==> src/rtl/spi_target.sv <==
// spi_target: memory-mapped SPI target (CPHA=0, MSB first) with a byte FIFO
// in each direction. SCK, SS_N and MOSI are asynchronous and are oversampled
// in the clk domain. The CPU sees four word registers: data, status, ctrl, fill.
module spi_target #(
    parameter logic       POLARITY = 1'b0,
    parameter int         DEPTH    = 4,
    parameter logic [7:0] FILL     = 8'hFF
) (
    input  logic        clk,
    input  logic        reset,
    input  logic        select,
    input  logic [3:0]  we,
    input  logic        rd,
    input  logic [1:0]  addr,
    input  logic [31:0] wdata,
    output logic [31:0] rdata,
    output logic        interrupt,
    input  logic        spi_sck,
    input  logic        spi_ss_n,
    input  logic        spi_mosi,
    output logic        spi_miso,
    output logic        spi_miso_oe
);

    localparam int              AW      = $clog2(DEPTH);
    localparam int              PW      = AW + 1;
    localparam logic [PW-1:0]   DEPTH_P = PW'(DEPTH);
    localparam logic [PW-1:0]   PTR_ONE = PW'(1);
    localparam logic [3:0]      LAST_BIT = 4'd7;
    localparam logic [3:0]      BYTE_DONE = 4'd8;
    // Synchroniser bit order is {mosi, ss_n, sck}; idle line levels.
    localparam logic [2:0]      SYNC_IDLE = {1'b0, 1'b1, POLARITY};

    // ------------------------------------------------------------------
    // State
    // ------------------------------------------------------------------
    logic [2:0]    sync1_q, sync1_d;
    logic [2:0]    sync2_q, sync2_d;
    logic          sck_prev_q, sck_prev_d;
    logic          ss_prev_q, ss_prev_d;

    logic [3:0]    bitcnt_q, bitcnt_d;
    logic [7:0]    rx_shift_q, rx_shift_d;
    logic [7:0]    tx_shift_q, tx_shift_d;
    logic          miso_q, miso_d;
    logic          miso_oe_q, miso_oe_d;

    logic [PW-1:0] tx_wr_ptr_q, tx_wr_ptr_d;
    logic [PW-1:0] tx_rd_ptr_q, tx_rd_ptr_d;
    logic [PW-1:0] rx_wr_ptr_q, rx_wr_ptr_d;
    logic [PW-1:0] rx_rd_ptr_q, rx_rd_ptr_d;

    // flags: [0] rx_overflow [1] tx_underrun [2] tx_overflow
    logic [2:0]    flags_q, flags_d;
    logic [2:0]    ctrl_q, ctrl_d;
    logic [7:0]    fill_q, fill_d;

    // ------------------------------------------------------------------
    // Derived signals
    // ------------------------------------------------------------------
    logic          sck_s, ss_n_s, mosi_s;
    logic          sck_lvl, sck_prev_lvl;
    logic          lead_edge, trail_edge;
    logic          ss_fall, ss_rise, ss_active;

    logic [PW-1:0] tx_count, rx_count;
    logic          tx_full, tx_empty, rx_full, rx_empty;
    logic [7:0]    tx_head, rx_head;
    logic [7:0]    tx_mem [DEPTH];
    logic [7:0]    rx_mem [DEPTH];

    logic          bus_wr, bus_rd;
    logic          tx_cpu_req, tx_push, tx_spi_pop;
    logic          rx_spi_req, rx_push, rx_cpu_pop;
    logic          tx_load;
    logic [7:0]    load_byte;
    logic [7:0]    rx_byte;
    logic [2:0]    flag_set, flag_clr;

    logic          unused_bits;
    assign unused_bits = ^{we[3:1], wdata[31:8]};

    assign sck_s  = sync2_q[0];
    assign ss_n_s = sync2_q[1];
    assign mosi_s = sync2_q[2];

    // Normalise SCK so that 0 is always the idle level; the leading edge is
    // then a 0->1 transition regardless of polarity.
    assign sck_lvl      = sck_s ^ POLARITY;
    assign sck_prev_lvl = sck_prev_q ^ POLARITY;
    assign lead_edge    = sck_lvl & ~sck_prev_lvl;
    assign trail_edge   = ~sck_lvl & sck_prev_lvl;

    assign ss_fall   = ss_prev_q & ~ss_n_s;
    assign ss_rise   = ~ss_prev_q & ss_n_s;
    assign ss_active = ~ss_n_s;

    assign tx_count = tx_wr_ptr_q - tx_rd_ptr_q;
    assign rx_count = rx_wr_ptr_q - rx_rd_ptr_q;
    assign tx_full  = (tx_count == DEPTH_P);
    assign tx_empty = (tx_count == '0);
    assign rx_full  = (rx_count == DEPTH_P);
    assign rx_empty = (rx_count == '0);
    assign tx_head  = tx_mem[tx_rd_ptr_q[AW-1:0]];
    assign rx_head  = rx_mem[rx_rd_ptr_q[AW-1:0]];

    assign bus_wr = select & we[0];
    assign bus_rd = select & rd;

    // ------------------------------------------------------------------
    // FIFO storage: one byte register per entry, no reset needed since an
    // entry is only ever read after it has been written.
    // ------------------------------------------------------------------
    genvar gi;
    generate
        for (gi = 0; gi < DEPTH; gi++) begin : g_fifo_mem
            logic [7:0] tx_ent_q, tx_ent_d;
            logic [7:0] rx_ent_q, rx_ent_d;

            // Capture a pushed byte when this entry is the write target.
            always_comb begin
                tx_ent_d = tx_ent_q;
                rx_ent_d = rx_ent_q;
                if (tx_push && (tx_wr_ptr_q[AW-1:0] == AW'(gi)))
                    tx_ent_d = wdata[7:0];
                if (rx_push && (rx_wr_ptr_q[AW-1:0] == AW'(gi)))
                    rx_ent_d = rx_byte;
            end

            // Entry storage registers.
            always_ff @(posedge clk) begin
                tx_ent_q <= tx_ent_d;
                rx_ent_q <= rx_ent_d;
            end

            assign tx_mem[gi] = tx_ent_q;
            assign rx_mem[gi] = rx_ent_q;
        end
    endgenerate

    // Two-stage synchronisers and previous-sample registers for edge detection.
    always_comb begin
        sync1_d    = {spi_mosi, spi_ss_n, spi_sck};
        sync2_d    = sync1_q;
        sck_prev_d = sync2_q[0];
        ss_prev_d  = sync2_q[1];
    end

    // SPI engine: frame start/stop, bit shifting and byte boundaries.
    always_comb begin
        bitcnt_d   = bitcnt_q;
        rx_shift_d = rx_shift_q;
        tx_shift_d = tx_shift_q;
        miso_d     = miso_q;
        miso_oe_d  = miso_oe_q;
        tx_load    = 1'b0;
        rx_spi_req = 1'b0;
        rx_byte    = {rx_shift_q[6:0], mosi_s};
        load_byte  = tx_empty ? fill_q : tx_head;

        if (ss_rise) begin
            // Frame ended: any partial byte and the loaded TX byte are dropped.
            bitcnt_d  = '0;
            miso_oe_d = 1'b0;
            miso_d    = 1'b1;
        end else if (ss_fall) begin
            tx_load   = 1'b1;
            bitcnt_d  = '0;
            miso_oe_d = 1'b1;
        end else if (ss_active) begin
            if (lead_edge) begin
                rx_shift_d = rx_byte;
                bitcnt_d   = bitcnt_q + 4'd1;
                if (bitcnt_q == LAST_BIT)
                    rx_spi_req = 1'b1;
            end else if (trail_edge) begin
                if (bitcnt_q == BYTE_DONE) begin
                    // Byte boundary: the next byte goes out back to back.
                    tx_load  = 1'b1;
                    bitcnt_d = '0;
                end else begin
                    tx_shift_d = {tx_shift_q[6:0], 1'b0};
                    miso_d     = tx_shift_q[6];
                end
            end
        end

        if (tx_load) begin
            tx_shift_d = load_byte;
            miso_d     = load_byte[7];
        end
    end

    // FIFO pointer control. Full/empty decisions always use the pre-cycle
    // state, so a push to a full FIFO is dropped even if a pop happens too.
    always_comb begin
        tx_cpu_req = bus_wr && (addr == 2'd0);
        tx_push    = tx_cpu_req && !tx_full;
        tx_spi_pop = tx_load && !tx_empty;
        rx_push    = rx_spi_req && !rx_full;
        rx_cpu_pop = bus_rd && (addr == 2'd0) && !rx_empty;

        tx_wr_ptr_d = tx_push    ? tx_wr_ptr_q + PTR_ONE : tx_wr_ptr_q;
        tx_rd_ptr_d = tx_spi_pop ? tx_rd_ptr_q + PTR_ONE : tx_rd_ptr_q;
        rx_wr_ptr_d = rx_push    ? rx_wr_ptr_q + PTR_ONE : rx_wr_ptr_q;
        rx_rd_ptr_d = rx_cpu_pop ? rx_rd_ptr_q + PTR_ONE : rx_rd_ptr_q;
    end

    // Sticky error flags (write-1-to-clear, set wins) and CPU registers.
    always_comb begin
        flag_set = {tx_cpu_req && tx_full,
                    tx_load && tx_empty,
                    rx_spi_req && rx_full};
        flag_clr = (bus_wr && (addr == 2'd1)) ? wdata[5:3] : 3'b000;
        flags_d  = (flags_q & ~flag_clr) | flag_set;
        ctrl_d   = (bus_wr && (addr == 2'd2)) ? wdata[2:0] : ctrl_q;
        fill_d   = (bus_wr && (addr == 2'd3)) ? wdata[7:0] : fill_q;
    end

    // All control state registers with synchronous reset.
    always_ff @(posedge clk) begin
        if (reset) begin
            sync1_q     <= SYNC_IDLE;
            sync2_q     <= SYNC_IDLE;
            sck_prev_q  <= POLARITY;
            ss_prev_q   <= 1'b1;
            bitcnt_q    <= '0;
            rx_shift_q  <= '0;
            tx_shift_q  <= '0;
            miso_q      <= 1'b1;
            miso_oe_q   <= 1'b0;
            tx_wr_ptr_q <= '0;
            tx_rd_ptr_q <= '0;
            rx_wr_ptr_q <= '0;
            rx_rd_ptr_q <= '0;
            flags_q     <= '0;
            ctrl_q      <= '0;
            fill_q      <= FILL;
        end else begin
            sync1_q     <= sync1_d;
            sync2_q     <= sync2_d;
            sck_prev_q  <= sck_prev_d;
            ss_prev_q   <= ss_prev_d;
            bitcnt_q    <= bitcnt_d;
            rx_shift_q  <= rx_shift_d;
            tx_shift_q  <= tx_shift_d;
            miso_q      <= miso_d;
            miso_oe_q   <= miso_oe_d;
            tx_wr_ptr_q <= tx_wr_ptr_d;
            tx_rd_ptr_q <= tx_rd_ptr_d;
            rx_wr_ptr_q <= rx_wr_ptr_d;
            rx_rd_ptr_q <= rx_rd_ptr_d;
            flags_q     <= flags_d;
            ctrl_q      <= ctrl_d;
            fill_q      <= fill_d;
        end
    end

    // Register read mux; the data register reads as zero when RX is empty.
    always_comb begin
        rdata = '0;
        case (addr)
            2'd0: begin
                if (!rx_empty)
                    rdata = {23'b0, 1'b1, rx_head};
            end
            2'd1: rdata = {16'b0, 8'(rx_count), 1'b0, ss_active,
                           flags_q[2], flags_q[1], flags_q[0],
                           tx_empty, tx_full, !rx_empty};
            2'd2: rdata = {29'b0, ctrl_q};
            default: rdata = {24'b0, fill_q};
        endcase
    end

    // Level interrupt from enabled sources.
    always_comb begin
        interrupt = (!rx_empty && ctrl_q[0])
                  | (tx_empty && ctrl_q[1])
                  | ((|flags_q) && ctrl_q[2]);
    end

    assign spi_miso    = miso_q;
    assign spi_miso_oe = miso_oe_q;

endmodule

==> config.mk <==
export PLATFORM = sky130hd
export DESIGN_NAME = spi_target
export DESIGN_NICKNAME = d
export VERILOG_FILES = /design/src/rtl/spi_target.sv
export SDC_FILE = /design/constraint.sdc
export NUM_CORES = 1
export LEC_CHECK = 0
export BUFFER_PORTS_ARGS = -buffer_cell sky130_fd_sc_hd__buf_2
export CAP_MARGIN = 20
export CELL_PAD_IN_SITES_DETAIL_PLACEMENT = 1
export CELL_PAD_IN_SITES_GLOBAL_PLACEMENT = 1
export CORE_MARGIN = 3
export CORE_UTILIZATION = 46
export DETAILED_ROUTE_END_ITERATION = 6
export PLACE_DENSITY = 0.81
export RECOVER_POWER = 25
export SLEW_MARGIN = 20
export SYNTH_ARGS = -nofsm -noshare
export SYNTH_HDL_FRONTEND = slang
export SYNTH_SLANG_ARGS = --single-unit
export TNS_END_PERCENT = 30
==> constraint.sdc <==
create_clock -name clk -period 3.9 [get_ports clk]
set_input_delay 1.17 -clock clk [delete_from_list [all_inputs] [get_ports clk]]
set_output_delay 1.17 -clock clk [all_outputs]
set_load 0.05 [all_outputs]
==> results by group, run 1 <==
Run status
  • Status: completed

Worst setup path
  • Cells along the critical path: inv_2 -> ha_1 -> inv_1 -> fa_1 -> xor3_2 -> a31oi_4 -> buf_4 -> a221oi_1 -> a21oi_2 -> buf_6
  • Buf+Inv Stages, Crit Path: 4
  • Slowest CP cell: fa_1
  • Worst path depth: 10
  • CP max stage delay: 0.36 ns
  • Worst path top cell family by delay: compound AO/OA/AOI/OAI gates
  • Worst r2r path cells: 5
  • Startpoint Class: register
  • Crit path DAT: 2.65 ns
  • Worst-path fanout max: 6
  • Kind of critical path: register to primary output
  • Required @ worst endpoint: approximately 2.7 ns
  • Critical Path End Type: primary output

Clock tree
  • Post-CTS Hold Buffers: 0
  • CTS tree: yes
  • # H-tree levels: 4
  • Clk_lat worst skew: 0.43 ns
  • Total clock sinks: between 100 and 150
  • Clock transition at path regs: around 0.060 ns
  • Clock buffer depth: 2
  • Clock Root Buffer: clkbuf_16
  • CTS Buf Count: 17

Synth
  • Unique cell type count in the Yosys netlist: between 50 and 60
  • Post-synth EDFFs: 64
  • Fraction of registers with async set or reset after synthesis: 0
  • Yosys top cell by area: edfxtp_1
  • Netlist area before placement: between 0.005 and 0.006 mm^2
  • Synth warn: 0
  • #FFs+latches synth: around 120
  • Cells after Synth: 462
  • Yosys top cell area share: 0.3496
  • Syn Area/Cell: 11.90 um^2
  • Proportion of synthesized chip area in sequential cells: 0.5462
  • Synth area leaders: edfxtp_1 (35%), dfxtp_1 (20%), mux4_2 (6.6%)
  • Top FF cell, synth: edfxtp_1

Place
  • GPL Wtd Cong: slightly below 0.8
  • Dpl hpwl: 8763 um
  • IO Port Bufs: 31
  • Placement Setup Slack: roughly 0.32 ns
  • Post-DP Area: 0.005695 mm^2

STA
  • RSZ-0062 raised after global routing: true
  • Fin. max-slew vios: 0
  • Rel. slew slack: 0.3838
  • Final Hold Fails: 0
  • Peak Freq: 0.2618 GHz
  • Fin Setup TNS: 0 ns
  • Tmin final: roughly 3.8 ns
  • Final Cycle Share: 0.9795
  • Slew @ Worst Pin: around 0.92 ns
  • Final setup viols: 0
  • Setup Skew: about 0.016 ns
  • Post-layout worst setup margin: 0.08006 ns

Global routing
  • Global route overflow: 0
  • GRT Util Overall: 0.2127
  • Met3 Usage GRT: 0.05000
  • Grt met2 use: 0.3611
  • Global-route wire length before repair: between 20000 and 25000 um
  • Initial antenna violation count: 1
  • Vias in the first global route: ~3.9k
  • Grt peak-use layer: met2
  • Pin count of the biggest net entering global routing: between 40 and 50
  • Met1 usage: 0.2605

Drt
  • Routed Antenna Nets: 0
  • Via count: approximately 3.6k
  • DRC: 0
  • Initial DRC count: just under 200
  • Total Wirelength: between 10000 and 15000 um
  • Pre-Repair DR Iteration Count: 6
  • Routed WL per cell: ~20 um
  • Via/cell ratio: between 5 and 6

Power
  • Sequential share of power: 0.431
  • Switch share: 0.2297
  • Clock Power Share: 0.511
  • Leakage: 2.413 nW
  • Peak VDD IR: ~340 uV
  • Int Pwr: 2.369 mW
  • PwrDens: between 400 and 500 mW/mm^2
  • NetSw: just over 0.7 mW
  • Combinational share of power: 0.059

Min path
  • Worst hold path depth: 1
  • Hold Path Class: register to register

Finish
  • Syn-to-layout area delta: 16.04%
  • Most frequent cells in the layout: edfxtp_1 (64), dfxtp_1 (54), nand2_1 (43)
  • Diode count: 0
  • Post-route cell area: approximately 0.0064 mm^2
  • Final #Nets: 567
  • Layout cell share with drive strength beyond 1: 0.1992
  • Most common library cell in the layout ignoring fill and taps: edfxtp_1

Floorplan
  • IO Pins: 80
  • Core Box Area: approximately 0.012 mm^2
  • Chip Width: 115.3 um
  • Initial Util: 0.4754
  • Die ar.: 0.01330 mm^2
  • Chip height: 115.3 um
  • # rows: 39

Run
  • Maxcap violations: 0
[synthesized netlist by cell type (2+ instances only)]
| cell type | count |
|---|---|
| edfxtp_1 | 64 |
| dfxtp_1 | 54 |
| nand2_1 | 43 |
| nor2_1 | 40 |
| ha_1 | 22 |
| buf_4 | 21 |
| clkbuf_1 | 18 |
| inv_1 | 16 |
| mux4_2 | 16 |
| o21ai_0 | 16 |
| a21oi_1 | 13 |
| a211oi_1 | 10 |
| mux2i_1 | 10 |
| nand3_1 | 10 |
| nand3b_1 | 10 |
| and2_1 | 8 |
| nand2b_1 | 8 |
| nor2b_1 | 8 |
| a21boi_0 | 7 |
| o32ai_1 | 6 |
| buf_2 | 5 |
| xor2_1 | 5 |
| or2_2 | 4 |
| xnor2_1 | 4 |
| and3b_1 | 3 |
| mux2_2 | 3 |
| nor3_1 | 3 |
| a221o_1 | 2 |
| a221oi_1 | 2 |
| a32oi_1 | 2 |
| o211ai_1 | 2 |
| o22ai_1 | 2 |
[layout make-up]
type | count | area [um^2]
clock buffers | 18 | 439.2
clock inverters | 14 | 158.9
fillers | 1187 | 5185
inverters | 16 | 60.06
multi-input cells | 303 | 2270
flip-flops and latches | 118 | 3003
well taps | 143 | 178.9
repair buffers | 43 | 270.3
[worst register-to-register path, delay by kind of cell, from the launching register on]
| kind | cells | cell delay (ns) |
|---|---|---|
| and+or+nand+nor | 2 | 1.14 |
| DFF | 1 | 0.50 |
| AOI/OAI and AO/OA | 1 | 0.38 |
| adders and majority gates | 1 | 0.34 |
| buffers and inverters | 1 | 0.14 |
[routing by layer]
| layer | up-vias | wire length, um |
|---|---|---|
| met4 | 2 | 197 |
| met1 | 1810 | 5681 |
| met3 | 20 | 486 |
| li1 | 1695 | - |
| met2 | 80 | 6710 |
| met5 | - | 7 |
[logic make-up (layout without fill, tap and decap cells)]
group                      count (synthesis)  after routing  share of synthesized area
xor gates and xnor gates                  11             11                    0.02162
AOI/OAI and AO/OA                         73             73                    0.09764
DFF                                      118            118                     0.5462
adders and majority gates                 23             23                    0.05371
buffers and inverters                     61             91                    0.05849
and+or+nand+nor                          146            146                     0.1318
other                                      1             21                  0.0006821
muxes                                     29             29                    0.08990
[power by group through the flow]
stage	clock [mW]	sequential, mW	combinational (mW)
finish	1.57	1.32	0.180
global route	1.65	1.32	0.193
CTS	1.60	1.32	0.177
detailed placement	0	1.35	0.173
global placement	0	1.35	0.169
floorplan	0	1.35	0.146
[state kept, by name (all words and copies together) (netlist names), 3 cells and up]
register             cells
g_fifo_mem.rx_ent_q     32
bitcnt_q                 4
ctrl_q                   3
rx_wr_ptr_q              3
tx_wr_ptr_q              3
g_fifo_mem.tx_ent_q     32
rx_shift_q               7
sync1_q                  3
flags_q                  3
sync2_q                  3
tx_rd_ptr_q              3
rx_rd_ptr_q              3
tx_shift_q               7
fill_q                   8
[through the flow]
stage | util | hold slack (ns) | std cells | total power, mW
2_1_floorplan | - | 0.3895 | 482 | 1.494
3_3_place_gp | 0.4925 | 0.4017 | 617 | 1.517
3_5_place_dp | 0.4925 | 0.4026 | 617 | 1.523
4_1_cts | 0.5484 | 0.4191 | 652 | 3.099
5_1_grt | 0.5517 | 0.4299 | 655 | 3.169
6_report | 0.5517 | 0.4166 | 655 | 3.075
[path summary, 6_finish.rpt]
kind | to | from | slack, ns
max | rdata[1] | rx_wr_ptr_q[0]$_SDFFE_PP0P_ | 0.08
min | sync2_q[1]$_SDFF_PP1_ | sync1_q[1]$_SDFF_PP1_ | 0.42
max reg2reg | g_fifo_mem[3].rx_ent_q[5]$_DFFE_PP_ | sync2_q[1]$_SDFF_PP1_ | 1.03
min reg2reg | sync2_q[1]$_SDFF_PP1_ | sync1_q[1]$_SDFF_PP1_ | 0.42
[what timing repair did]
item / CTS / global route
setup endpoints to repair: 6 / 7
pin swaps: 1 / 1
buffers inserted: 3 / 3
resized for setup: 7 / 12
hold endpoints to repair: 0 / 0
gates cloned: 0 / 0
No activity file was read; power rests on OpenSTA's default activity.
==> run 2: changes to the inputs <==
==> constraint.sdc (replaced) <==
create_clock -name clk -period 3.9 [get_ports clk]
set_input_delay 0.39 -clock clk [delete_from_list [all_inputs] [get_ports clk]]
set_output_delay 0.39 -clock clk [all_outputs]
set_load 0.05 [all_outputs]
==> run 2 against run 1 <==
Power decreased by 2.6%. Critical endpoint is now rdata[4]. Sequential power about the same. Clock power decreased by 4%. Worst hold slack got worse by 0.26 ns. Global-route usage decreased by 0.89 points. Setup slack improved by 0.44 ns. First-iteration DRC count decreased by 5.2%.
==> results by group, run 2 (synthesis gave the netlist of run 1 again) <==
Run status
  • Status: completed (unchanged)

Drt
  • Via/cell ratio: 5.510 (was 5.507)
  • Initial DRC count: 184 (was 194)
  • DRC: 0 (unchanged)
  • Pre-Repair DR Iteration Count: 4 (was 6)
  • Total Wirelength: 12430 um (was 13080 um)
  • Via count: 3565 (was 3607)
  • Routed Antenna Nets: 0 (unchanged)
  • Routed WL per cell: 19.21 um (was 19.98 um)

Place
  • Cells after DPL: 615 (was 617)
  • IO Port Bufs: 31 (unchanged)
  • Dpl hpwl: 8593 um (was 8763 um)
  • GPL Wtd Cong: 0.7646 (was 0.7862)

Min path
  • Worst hold path depth: 2 (was 1)
  • WHS Endpoint: sync1_q[1]$_SDFF_PP1_ (was sync2_q[1]$_SDFF_PP1_)
  • Hold Path Class: input pin to register (was register to register)
  • Hold_sp: spi_ss_n (was sync1_q[1]$_SDFF_PP1_)

STA
  • Peak Freq: 0.2960 GHz (was 0.2618 GHz)
  • Rel. slew slack: 0.3271 (was 0.3838)
  • Tmin final: 3.378 ns (was 3.820 ns)
  • RSZ-0062 raised after global routing: false (was true)
  • Final Cycle Share: 0.8661 (was 0.9795)
  • Fin. max-slew vios: 0 (unchanged)
  • Slew @ Worst Pin: 1.009 ns (was 0.9209 ns)
  • Final setup viols: 0 (unchanged)
  • Fin Hold WS: 0.1590 ns (was 0.4166 ns)
  • Setup Skew: 0.007655 ns (was 0.01584 ns)
  • Fin Setup TNS: 0 ns (unchanged)
  • Final Hold Fails: 0 (unchanged)

Clock tree
  • CTS tree: yes (unchanged)
  • Post-CTS Setup Inserts: 0 (was 3)
  • Clk_lat worst skew: 0.41 ns (was 0.43 ns)
  • Clock Root Buffer: clkbuf_16 (unchanged)
  • Clock buffer depth: 2 (unchanged)
  • Clock transition at path regs: 0.05 ns (was 0.06 ns)
  • CTS resizes: 0 (was 7)
  • Total clock sinks: 118 (unchanged)
  • CTS Buf Count: 17 (unchanged)
  • Post-CTS Hold Buffers: 0 (unchanged)
  • # H-tree levels: 4 (unchanged)

Floorplan
  • Chip height: 115.3 um (unchanged)
  • Die ar.: 0.01330 mm^2 (unchanged)
  • Core Box Area: 0.01156 mm^2 (unchanged)
  • Initial Util: 0.4754 (unchanged)
  • # rows: 39 (unchanged)
  • Chip Width: 115.3 um (unchanged)
  • IO Pins: 80 (unchanged)

Finish
  • Syn-to-layout area delta: 13.38% (was 16.04%)
  • Most common library cell in the layout ignoring fill and taps: edfxtp_1 (unchanged)
  • Register area: 0.003003 mm^2 (unchanged)
  • Layout cell share with drive strength beyond 1: 0.1687 (was 0.1992)
  • Non-filler cells in the finished layout: 647 (was 655)
  • Top Registers: g_fifo_mem.rx_ent_q: 32 flops, g_fifo_mem.tx_ent_q: 32 flops, fill_q: 8 flops (unchanged)
  • Most frequent cells in the layout: edfxtp_1 (64), dfxtp_1 (54), nand2_1 (43) (unchanged)
  • Diode count: 0 (unchanged)
  • Filler cells: 1189 (was 1187)
  • Multi-input logic area: 0.002248 mm^2 (was 0.002270 mm^2)
  • Final #Nets: 559 (was 567)

Worst setup path
  • Critical Path End Type: primary output (unchanged)
  • Worst r2r path cells: 7 (was 5)
  • R2r endpoint: rx_wr_ptr_q[2]$_SDFFE_PP0P_ (was g_fifo_mem[3].rx_ent_q[5]$_DFFE_PP_)
  • Worst-path fanout max: 11 (was 6)
  • Kind of critical path: register to primary output (unchanged)
  • Crit path DAT: 2.99 ns (was 2.65 ns)
  • Setup slack, reg-to-reg: 1.11 ns (was 1.03 ns)
  • RR Startpoint: sync2_q[1]$_SDFF_PP1_ (unchanged)
  • Startpoint Class: register (unchanged)
  • Required @ worst endpoint: 3.51 ns (was 2.73 ns)

Global routing
  • Global route overflow: 0 (unchanged)
  • Pin count of the biggest net entering global routing: 58 (was 42)
  • Vias in the first global route: 3738 (was 3867)
  • GRT Util Overall: 0.2039 (was 0.2127)
  • Global-route wire length before repair: 20390 um (was 21020 um)
  • Initial antenna violation count: 0 (was 1)

Power
  • Leakage: 2.350 nW (was 2.413 nW)
  • Peak VDD IR: 353.0 uV (was 341.3 uV)
  • Power, Total: 2.996 mW (was 3.075 mW)
  • PwrDens: 480.6 mW/mm^2 (was 482.0 mW/mm^2)

Run
  • Maxcap violations: 0 (unchanged)
## run 2: worst max-delay path by stage
stage	start	cells past startpoint	end	slack (ns)
2_1_floorplan	rx_rd_ptr_q[1]$_SDFFE_PP0P_	7	rdata[3]	0.62
3_3_place_gp	rx_rd_ptr_q[0]$_SDFFE_PP0P_	9	rdata[1]	1.07
3_5_place_dp	rx_rd_ptr_q[0]$_SDFFE_PP0P_	9	rdata[2]	0.98
4_1_cts	rx_rd_ptr_q[0]$_SDFFE_PP0P_	9	rdata[4]	0.50
5_1_grt	rx_rd_ptr_q[0]$_SDFFE_PP0P_	9	rdata[1]	0.37
6_report	rx_rd_ptr_q[0]$_SDFFE_PP0P_	9	rdata[4]	0.52
## run 2: power breakdown
part | leakage [nW] | internal [mW] | switching [mW]
Clock | 0.277 | 0.964 | 0.536
Sequential | 1.02 | 1.32 | 0.00856
Combinational | 1.05 | 0.0358 | 0.135
## run 2: critical path: stages (launching register included)
cell	delay, ns
dfxtp_1	0.32
buf_4	0.23
ha_1	0.19
inv_1	0.05
fa_1	0.37
xor3_1	0.31
a31oi_4	0.41
nand2_1	0.11
o21ai_0	0.27
buf_2	0.32
## run 2: through the flow
stage	worst slack, ns	util	area, um^2
3_3_place_gp	1.070	0.4908	5675
2_1_floorplan	0.6189	-	5573
5_1_grt	0.3716	0.5390	6233
3_5_place_dp	0.9781	0.4908	5675
6_report	0.5221	0.5390	6233
4_1_cts	0.4959	0.5399	6243
## run 2: routing by layer
metal / vias up / part of all wire / global-route usage
met4: 0 / 0.023 / 0.08842
li1: 1681 / - / -
met1: 1786 / 0.43 / 0.2553
met5: - / 0 / 0
met3: 22 / 0.033 / 0.04737
met2: 76 / 0.51 / 0.3387
## run 2: layout make-up
class                      count  area share
sequential                   118      0.4817
tap                          143     0.02870
clock inverter                10     0.01666
inverter                      16    0.009635
clock buffer                  22     0.07447
multi-input combinational    303      0.3607
timing repair buffer          35     0.02810
